$ cat config.mk
export PLATFORM = sky130hd
export DESIGN_NAME = float_op_sched
export DESIGN_NICKNAME = d
export VERILOG_FILES = /design/src/rtl/float_op_sched.sv
export SDC_FILE = /design/constraint.sdc
export NUM_CORES = 1
export LEC_CHECK = 0
export ABC_AREA = 1
export BUFFER_PORTS_ARGS = -buffer_cell sky130_fd_sc_hd__buf_2
export CAP_MARGIN = 10
export CORE_MARGIN = 4
export CORE_UTILIZATION = 30
export DETAILED_ROUTE_END_ITERATION = 10
export PLACE_DENSITY = 0.56
export SLEW_MARGIN = 20
export SYNTH_ARGS = -nofsm -noshare
export SYNTH_HDL_FRONTEND = slang
export SYNTH_SLANG_ARGS = --single-unit
export TNS_END_PERCENT = 30
$ cat constraint.sdc
create_clock -name clk -period 4.3 [get_ports clk]
set_clock_uncertainty 0.05 [all_clocks]
set_input_delay 0.86 -clock clk [delete_from_list [all_inputs] [get_ports clk]]
set_output_delay 0.86 -clock clk [all_outputs]
set_load 0.01 [all_outputs]
$ cat src/rtl/float_op_sched.sv
// Round-robin scheduler that shares one multi-cycle float unit between two requesters.
// One command is in flight at a time; a WAIT-state timeout aborts hung operations with an error response.
module float_op_sched #(
    parameter int NW      = 32,
    parameter int TIMEOUT = 64
) (
    input  logic          clk,
    input  logic          reset_n,

    input  logic          rq0_valid,
    output logic          rq0_ready,
    input  logic [1:0]    rq0_op,
    input  logic [NW-1:0] rq0_a,
    input  logic [NW-1:0] rq0_b,

    input  logic          rq1_valid,
    output logic          rq1_ready,
    input  logic [1:0]    rq1_op,
    input  logic [NW-1:0] rq1_a,
    input  logic [NW-1:0] rq1_b,

    output logic          rs0_valid,
    input  logic          rs0_ready,
    output logic [NW-1:0] rs0_data,
    output logic          rs0_err,

    output logic          rs1_valid,
    input  logic          rs1_ready,
    output logic [NW-1:0] rs1_data,
    output logic          rs1_err,

    output logic          fu_start,
    output logic [1:0]    fu_op,
    output logic [NW-1:0] fu_a,
    output logic [NW-1:0] fu_b,
    input  logic          fu_done,
    input  logic [NW-1:0] fu_res
);

    localparam logic [1:0] IDLE  = 2'd0;
    localparam logic [1:0] START = 2'd1;
    localparam logic [1:0] WAIT  = 2'd2;
    localparam logic [1:0] RESP  = 2'd3;

    localparam logic [7:0] CNT_LAST = 8'(TIMEOUT - 1);

    logic [1:0]    state;
    logic          owner;
    logic          last_grant;
    logic [7:0]    cnt;
    logic [NW-1:0] rsp_data;
    logic          rsp_err;

    logic          grant;
    logic          accept;
    logic          rsp_taken;

    // On a tie the requester that did not win last time is favoured.
    always_comb begin
        grant = 1'b0;
        if (rq0_valid && rq1_valid) begin
            grant = ~last_grant;
        end else if (rq1_valid) begin
            grant = 1'b1;
        end
    end

    assign accept    = (state == IDLE) && (rq0_valid || rq1_valid);
    assign rq0_ready = accept && !grant;
    assign rq1_ready = accept && grant;

    assign fu_start  = (state == START);

    assign rs0_valid = (state == RESP) && !owner;
    assign rs1_valid = (state == RESP) && owner;
    assign rs0_data  = rsp_data;
    assign rs1_data  = rsp_data;
    assign rs0_err   = rsp_err;
    assign rs1_err   = rsp_err;

    assign rsp_taken = owner ? rs1_ready : rs0_ready;

    always_ff @(posedge clk or negedge reset_n) begin
        if (!reset_n) begin
            state      <= IDLE;
            owner      <= 1'b0;
            last_grant <= 1'b1;
            cnt        <= '0;
            rsp_data   <= '0;
            rsp_err    <= 1'b0;
            fu_op      <= '0;
            fu_a       <= '0;
            fu_b       <= '0;
        end else begin
            case (state)
                IDLE: begin
                    if (accept) begin
                        owner      <= grant;
                        last_grant <= grant;
                        fu_op      <= grant ? rq1_op : rq0_op;
                        fu_a       <= grant ? rq1_a  : rq0_a;
                        fu_b       <= grant ? rq1_b  : rq0_b;
                        state      <= START;
                    end
                end
                START: begin
                    cnt   <= '0;
                    state <= WAIT;
                end
                WAIT: begin
                    // A completion on the final allowed cycle still wins over the abort.
                    if (fu_done) begin
                        rsp_data <= fu_res;
                        rsp_err  <= 1'b0;
                        state    <= RESP;
                    end else if (cnt == CNT_LAST) begin
                        rsp_data <= '0;
                        rsp_err  <= 1'b1;
                        state    <= RESP;
                    end else begin
                        cnt <= cnt + 8'd1;
                    end
                end
                RESP: begin
                    if (rsp_taken) begin
                        state <= IDLE;
                    end
                end
                default: state <= IDLE;
            endcase
        end
    end

endmodule
-- Word-level counts from Yosys, hierarchy flattened
Cells that the tools add are included.
- register bits: 111
- bits of input ports: 171
- output and inout bits: 137
- add/sub/neg operators: 1
- equal/unequal tests: 9
- muxes and demuxes: 18
- bitwise logic cells: 1
- reductions and logical operators: 16
- operators by type and width (kind ; number):
    two-way mux 32 bit ; 4
    two-way mux 8 bit ; 2
    one-hot mux 8 bit (2 select lines) ; 1
    two-way mux 2 bit ; 5
    adder 8 x 1 -> 8 bit, second input constant ; 1
    equality test 8 x 6 -> 1 bit, second input constant ; 1
    inequality test 2 bit, second input constant ; 4
    one-hot mux 2 bit (4 select lines) ; 1
    logical AND 1 bit ; 6
    AND reduction 3 bit ; 2
    two-way mux 1 bit ; 5
    equality test 2 bit, second input constant ; 2
    AND reduction 2 bit ; 2
    nonzero test 2 bit ; 2
    inequality test 3 bit, second input constant ; 1
    equality test 2 x 1 -> 1 bit, second input constant ; 1
    zero test 1 bit ; 2
    zero test 2 bit ; 1
    logical OR 1 bit ; 1
    inverter 1 bit ; 1

-- Longest topological paths before layout
Gate-level depths: netlist of run 1.
- depth in word-level cells: 4
- mapped depth: 9

-- Worst setup path before layout of run 1
Ideal clock, no wire load.
- path kind: input to output
- from: input port rq1_valid
- to: output port rq1_ready
- data arrival time: 1.353 ns
- required time: 3.390 ns
- slack: 2.037 ns
- stages on the path: 5
- path buffers: 1
- cell sequence: inv_2 -> a21oi_2 -> nand2_1 -> inv_2 -> buf_2
- cells in the longest elaborated chain, start to end: 3
- RTL lines (what ; line ; RTL):
    from (decl) ; 16 ; input logic rq1_valid,
    two-way mux 1 bit, or another cell as far along ; 63 ; end else if (rq1_valid) begin
    two-way mux 1 bit or logical AND 1 bit (tied branches) ; 61, 68 ;
    logical AND 1 bit (*) ; 70 ; assign rq1_ready = accept && grant;
    to (decl) ; 17 ; output logic rq1_ready,
Every way passes the cells marked *; elsewhere a longest branch is shown, timed or not.

-- Final worst setup path of run 1
Same ends and word-level chain as after synthesis.

==> results of run 1 <==
==> worst max-delay path: stages <==
cell and delay [ns]:
buf_2 0.13, inv_2 0.04, a21oi_2 0.16, nand2_1 0.12
inv_2 0.11, buf_2 0.14
==> worst max path at each step <==
stage | from | slack [ns] | to | cells past startpoint
2_1_floorplan | rq1_valid | 2.04 | rq1_ready | 5
3_3_place_gp | rq1_valid | 1.81 | rq1_ready | 6
3_5_place_dp | rq1_valid | 1.80 | rq1_ready | 6
4_1_cts | state[0]$_DFFE_PN0P_ | 1.79 | rq0_ready | 5
5_1_grt | state[0]$_DFFE_PN0P_ | 1.73 | rs0_data[11]$_DFFE_PN0P_ | 6
6_report | rq1_valid | 1.82 | rq1_ready | 6
==> registers in the layout (all words and copies together) (netlist names) <==
register	cells
owner	1
fu_b	32
last_grant	1
cnt	8
rs0_err	1
state	2
fu_a	32
fu_op	2
rs0_data	32
==> power breakdown <==
part | switching, uW | total (uW) | internal (uW)
clock network | 402 | 831 | 430
logic | 1300 | 2150 | 842
registers | 311 | 1840 | 1530
==> metal layers <==
layer / track usage / up-vias / routed length [microns]
met5: 0 / - / 0
li1: - / 2458 / -
met2: 0.284 / 217 / 7800
met4: 0.0614 / 0 / 325
met1: 0.200 / 2174 / 6780
met3: 0.0511 / 18 / 1420
==> final cells by class <==
cell class	count	area, sq um	area share
sequential	111	2780	0.405
clock inverter	5	42.5	0.00620
timing repair buffer	311	1580	0.230
tap	220	275	0.0401
clock buffer	11	253	0.0368
inverter	15	56.3	0.00820
antenna	1	2.50	0.000365
multi-input combinational	445	1870	0.273
==> cell usage after synthesis <==
cell type	n	area [sq um]
a21oi_2	1	8.76
buf_2	10	50.1
buf_4	39	293
buf_6	3	33.8
clkbuf_1	10	37.5
dfrtp_1	110	2750
dfstp_2	1	26.3
ha_1	5	62.6
inv_1	12	45.0
inv_2	3	11.3
nand2_1	334	1250
nand3_1	76	380
nand3_2	2	20.0
nor2_1	11	41.3
nor2_2	1	6.26
nor3_1	1	5.00
o21ai_0	9	45.0
o21ai_2	1	8.76
o21bai_1	1	7.51
or2_2	2	12.5
xnor2_1	1	8.76
==> stage by stage <==
step           cells  area [sq um]  hold slack (ns)
2_1_floorplan    633          5110            0.399
3_3_place_gp    1102          6570            0.419
3_5_place_dp    1102          6570            0.416
4_1_cts         1118          6860            0.435
5_1_grt         1119          6860            0.466
6_report        1119          6860            0.431
==> cells by family after synthesis <==
group / share of synthesized area
simple gates: 0.336
flops: 0.544
fa+ha+maj: 0.0122
compound gates: 0.0137
xor+xnor: 0.00171
buf+inv: 0.0921
==> results.toml, run 1 <==
[routing]
drc = 0
routed_wl_mm = 16.3
first_iter_violations = 162
post_drt_via_cell_ratio = 4.35
dr.pass1.iters = 4
final_antenna_net_count = 0
wl_per_cell_microns = 14.6
vias = 4867

[global_route]
grtUsageTotal = 0.167
grt_max_degree = 69
antenna_found_initial = 1
grt_pass1_wl_mm = 25.7
grt_pass1_vias = 4838
grt.overflow.total = 0

[clock_network]
clkTransAtPathRegs_ns = 0.07
cts_resized = 0
clock-sinks = 111
cts_root_buffer = "clkbuf_16"
cts_buffers = 9
cts_buffer_depth = 2
htree_levels = 3
post_cts_buffers = 0
clock_latency_ns = 0.35
cts_tree = "done"
hold_buffers = 0

[worst_setup_path]
crit_fanout = 3
timing.rr.end = "rs0_data[11]$_DFFE_PN0P_"
critical_path_class = "primary input to primary output"
crit-reg2reg-launch = "state[0]$_DFFE_PN0P_"
crit_path_end_kind = "primary output"
rrSetupSlack_ns = 2.06
cp-start-kind = "primary input"
cp_data_required_time_ns = 3.39
crit_arrival_ns = 1.57
reg2reg_depth = 6

[cells_and_area]
finish.utilization = 0.412
final_common_cell = "nand2_1"
area_delta_synth_final_pct = 34.3
fin_nets = 1069
layout_common_cells = "nand2_1, buf_2, dfrtp_1"
layout-drive-gt1-share = 0.376
nFillCells = 1755

[job]
drv_cap = 0

[pwr]
ir_drop_mv = 0.257
cellLeakagePower_uw = 0.00391
p_per_area_nw_per_um2 = 703
report.power.total_uw = 4820

[yosys]
synth_fp_nets = 809
ys_ff_latch = 111
yosys_warnings = 0
yosysSeqAreaShare = 0.544
synthDistinctLibCells = 21
synth_area_sq_um = 5110
synth_cells = 633
syn_area_per_cell_sq_um = 8.07

[min_path]
hold_end = "last_grant$_DFFE_PN1P_"
holdCritStartpoint = "last_grant$_DFFE_PN1P_"
hp-class = "register to register"
hold-path-cell-count = 2

[status]
status = "finished clean"

[floorplan]
fp.dieH_microns = 139
initial_utilization = 0.307
rows = 47
coreArea_sq_um = 16600
die_area_sq_um = 19200
fp.dieW_microns = 139
io_pins = 308

[placed_design]
io_buffers = 307
dpl.hpwl_mm = 12.0
gp_congestion = 0.782
pre_cts_slack_ns = 1.80

[sta]
timing.final.crit_period_ns = 2.48
post-route-period-util = 0.578
max_slew_margin = 0.337
finalHoldViolCount = 0
tns_ns = 0
drv_slew = 0
setup_ws_ns = 1.82
rsz0062_at_grt = "no"
worst_pin_slew_ns = 0.994
finalSetupViolCount = 0
fmax_mhz = 403
Power figures use the tool's default switching activity.
==> inputs of run 2 (changes only) <==
==> constraint.sdc (replaced) <==
create_clock -name clk -period 2.4 [get_ports clk]
set_clock_uncertainty 0.05 [all_clocks]
set_input_delay 0.48 -clock clk [delete_from_list [all_inputs] [get_ports clk]]
set_output_delay 0.48 -clock clk [all_outputs]
set_load 0.01 [all_outputs]
==> results.toml, run 2 (synthesis gave the netlist of run 1 again) <==
[pwr]
ir_drop_mv = 0.482
netSwitchingFraction = 0.416
clockPowerShare = 0.168
p_seq_frac = 0.383
cellLeakagePower_uw = 0.00392
p_per_area_nw_per_um2 = 1250
switchingPower_uw = 3580
comb_power_share = 0.448
p_int_uw = 5030

[floorplan]
fp.dieW_microns = 139
fp.dieH_microns = 139
rows = 47
io_pins = 308
initial_utilization = 0.307
coreArea_sq_um = 16600
die_area_sq_um = 19200

[worst_setup_path]
crit_path_top_delay_cell = "dfrtp_1"
cp_data_required_time_ns = 1.87
cp_cell_sequence = "inv_1 > ha_1 > o21ai_4 > nor2_4 > buf_2"
cpPeakStageDelay_ns = 0.42
rrSetupSlack_ns = 0.59
crit_arrival_ns = 1.55
critical_path_class = "register to primary output"
cp-start-kind = "register"
crit_path_end_kind = "primary output"
crit_fanout = 4

[min_path]
hp-class = "primary input to async pin"

[status]
status = "finished clean"

[sta]
worst_pin_slew_ns = 0.522
holdWs_ns = 0.0242
rsz0062_at_grt = "no"
timing.final.crit_period_ns = 2.08
drv_slew = 0
tns_ns = 0
max_slew_margin = 0.651
fmax_mhz = 480
finalHoldViolCount = 0
setup_ws_ns = 0.318
finalSetupViolCount = 0
post-route-period-util = 0.867

[clock_network]
htree_levels = 3
cts_buffer_depth = 2
post_cts_buffers = 0
cts_tree = "done"
cts_resized = 0
clkTransAtPathRegs_ns = 0.07
hold_buffers = 0
cts_root_buffer = "clkbuf_16"
clock_latency_ns = 0.34
cts_buffers = 9
clock-sinks = 111

[routing]
final_antenna_net_count = 0
post_drt_via_cell_ratio = 4.39
drc = 0
vias = 4928
first_iter_violations = 152
routed_wl_mm = 16.1
dr.pass1.iters = 6
wl_per_cell_microns = 14.3

[cells_and_area]
finish.utilization = 0.415
diodes = 0
fin_nets = 1073
area_delta_synth_final_pct = 35.1
layout-drive-gt1-share = 0.378
instances_no_fill = 1122
final_common_cell = "nand2_1"
nFillCells = 1759
layout_common_cells = "nand2_1, buf_2, dfrtp_1"

[placed_design]
dp.cells = 1106
io_buffers = 307
dpl.hpwl_mm = 12.2
pre_cts_slack_ns = 0.563
gp_congestion = 0.771

[global_route]
grt_pass1_wl_mm = 25.8
antenna_found_initial = 0
grtUsageTotal = 0.165
grt_max_degree = 67
grt.overflow.total = 0
grt_pass1_vias = 4953

[job]
drv_cap = 0
run 2: path summary, 6_finish.rpt:
check / cells after the start / startpoint / endpoint
hold / removal: 1 / reset_n / rs0_data[21]$_DFFE_PN0P_
setup / recovery: 5 / state[1]$_DFFE_PN0P_ / rq0_ready
max in group asynchronous: 2 / reset_n / last_grant$_DFFE_PN1P_
setup reg to reg: 7 / state[0]$_DFFE_PN0P_ / rs0_data[16]$_DFFE_PN0P_
hold reg to reg: 2 / last_grant$_DFFE_PN1P_ / last_grant$_DFFE_PN1P_
min in group clk: 3 / rq1_op[0] / fu_op[0]$_DFFE_PN0P_
run 2: power by group through the flow:
stage	combinational [uW]	sequential, uW	clock (uW)
after CTS	3960	3300	1510
after floorplan	2180	3650	0
after global placement	3920	3330	0
after global routing	4330	3430	1580
after detailed placement	3980	3300	0
final	3860	3300	1450
run 2: cell type report:
class / instances / area, sq um / share of cell area
clock buffer: 11 / 243 / 0.0352
clock inverter: 5 / 41.3 / 0.00598
inverter: 15 / 56.3 / 0.00816
multi-input combinational: 445 / 1870 / 0.271
sequential: 111 / 2780 / 0.403
tap: 220 / 275 / 0.0399
timing repair buffer: 315 / 1640 / 0.237
run 2: per-stage QoR:
step | total power, uW | cell area (sq um)
2_1_floorplan | 5830 | 5110
3_3_place_gp | 7250 | 6620
3_5_place_dp | 7280 | 6620
4_1_cts | 8780 | 6900
5_1_grt | 9340 | 6900
6_report | 8610 | 6900
run 2: per-layer routing:
| metal | GRT usage | up-vias | share of wire |
|---|---|---|---|
| li1 | - | 2460 | - |
| met1 | 0.196 | 2243 | 0.41 |
| met2 | 0.291 | 217 | 0.48 |
| met3 | 0.0504 | 8 | 0.096 |
| met4 | 0.0406 | 0 | 0.0091 |
| met5 | 0 | - | 0 |
run 2: worst max-delay path, delay by kind of cell (launching register included):
kind	cells	cell delay, ns
flip-flops	1	0.42
AND/OR/NAND/NOR	1	0.12
adder cells (fa/ha/maj)	1	0.28
AO/OA/AOI/OAI	1	0.11
buffers and inverters	2	0.27
==> inputs of run 3 (changes only) <==
--- a/config.mk
+++ b/config.mk
@@ -12,6 +12,7 @@
 export CORE_UTILIZATION = 30
 export DETAILED_ROUTE_END_ITERATION = 10
 export PLACE_DENSITY = 0.56
+export REMOVE_ABC_BUFFERS = 1
 export SLEW_MARGIN = 20
 export SYNTH_ARGS = -nofsm -noshare
 export SYNTH_HDL_FRONTEND = slang
==> results.toml, run 3 (synthesis gave the netlist of run 1 again) <==
[global_route]
grt_max_degree = 69
antenna_found_initial = 1
grt.overflow.total = 0
grt_pass1_vias = 4716
grt_pass1_wl_mm = 25.1
grtUsageTotal = 0.160

[sta]
rsz0062_at_grt = "no"
timing.final.crit_period_ns = 2.14
finalHoldViolCount = 0
finalSetupViolCount = 0
drv_slew = 0
worst_pin_slew_ns = 0.740
post-route-period-util = 0.890
max_slew_margin = 0.507
fmax_mhz = 468

[min_path]
hp-class = "primary input to async pin"

[routing]
routed_wl_mm = 15.9
final_antenna_net_count = 0
vias = 4905
dr.pass1.iters = 7
drc = 0
wl_per_cell_microns = 14.1
first_iter_violations = 223
post_drt_via_cell_ratio = 4.36

[clock_network]
clkTransAtPathRegs_ns = 0.07
clock-sinks = 111
cts_buffers = 9
cts_root_buffer = "clkbuf_16"
clock_latency_ns = 0.34
cts_tree = "done"
cts_resized = 0
cts_buffer_depth = 2
htree_levels = 3

[pwr]
ir_drop_mv = 0.586
cellLeakagePower_uw = 0.00395
report.power.total_uw = 8740
p_per_area_nw_per_um2 = 1260

[placed_design]
io_buffers = 307
dpl_cell_area_sq_um = 6610
gp_congestion = 0.861
dpl.hpwl_mm = 11.8

[worst_setup_path]
cpLargestDelayFamily = "flip-flops"
cp_cell_sequence = "inv_1 > ha_1 > o21ai_4 > nor2_4 > buf_12 > buf_2"
cp.depth = 6
crit_path_top_delay_cell = "dfrtp_1"
cp_data_required_time_ns = 1.87
crit_path_end_kind = "primary output"
crit_arrival_ns = 1.61
timing.rr.end = "fu_a[20]$_DFFE_PN0P_"
critical_path_buf_inv_count = 3
reg2reg_depth = 6
crit-reg2reg-launch = "state[0]$_DFFE_PN0P_"
critical_path_class = "register to primary output"
cpPeakStageDelay_ns = 0.42
cp-start-kind = "register"
crit_fanout = 8
rrSetupSlack_ns = 0.54
cp-startpoint = "state[0]$_DFFE_PN0P_"
timing.critical_path.to = "rq0_ready"

[floorplan]
coreArea_sq_um = 16600
die_area_sq_um = 19200
rows = 47
fp.dieH_microns = 139
io_pins = 308
fp.dieW_microns = 139
initial_utilization = 0.307

[job]
drv_cap = 0

[cells_and_area]
diodes = 0
layout-drive-gt1-share = 0.378
final_common_cell = "nand2_1"
area_delta_synth_final_pct = 36.0
fin_nets = 1076
finish.utilization = 0.417
layout_common_cells = "nand2_1, buf_2, dfrtp_1"
design_area_sq_um = 6950

[status]
status = "finished clean"
## run 3: cell type report
cell class	instances	area, sq um
fill	1718	9690
sequential	111	2780
multi-input combinational	445	1870
timing repair buffer	318	1670
tap	220	275
clock buffer	13	250
inverter	15	56.3
clock inverter	3	42.5
## run 3: worst min-delay path by stage
stage,endpoint,slack (ns),cells after the start
5_1_grt,fu_a[0]$_DFFE_PN0P_,0.03,1
4_1_cts,fu_a[0]$_DFFE_PN0P_,0.007,1
3_3_place_gp,fu_b[22]$_DFFE_PN0P_,0.39,1
2_1_floorplan,cnt[0]$_DFFE_PN0P_,0.13,0
3_5_place_dp,fu_a[0]$_DFFE_PN0P_,0.39,1
6_report,fu_a[0]$_DFFE_PN0P_,0.008,1
## run 3: power breakdown
| part | total (uW) | internal [uW] | switching, uW |
|---|---|---|---|
| combinational | 3920 | 1580 | 2340 |
| sequential | 3310 | 2750 | 566 |
| clock | 1500 | 839 | 664 |
## run 3: metrics by stage
stage	hold slack, ns	setup TNS [ns]	setup slack [ns]	instances
floorplan	0.134	-45.07	-0.763	571
CTS	0.00702	0	0.0964	1121
finish	0.00765	0	0.265	1125
detailed placement	0.393	0	0.489	1105
global placement	0.391	0	0.512	1105
global route	0.0311	0	0.159	1125
## run 3: what timing repair did
action	in CTS	in global routing
endpoints found under the hold margin	0	0
setup buffers	0	4
endpoints found under the setup margin	0	1
hold buffers	0	0
## run 3: routing by layer
metal	up-vias	part of all wire	track usage
met2	180	0.48	0.263
met4	2	0.032	0.0770
met3	32	0.069	0.0425
met5	-	0.00082	0
met1	2223	0.42	0.196
li1	2468	-	-
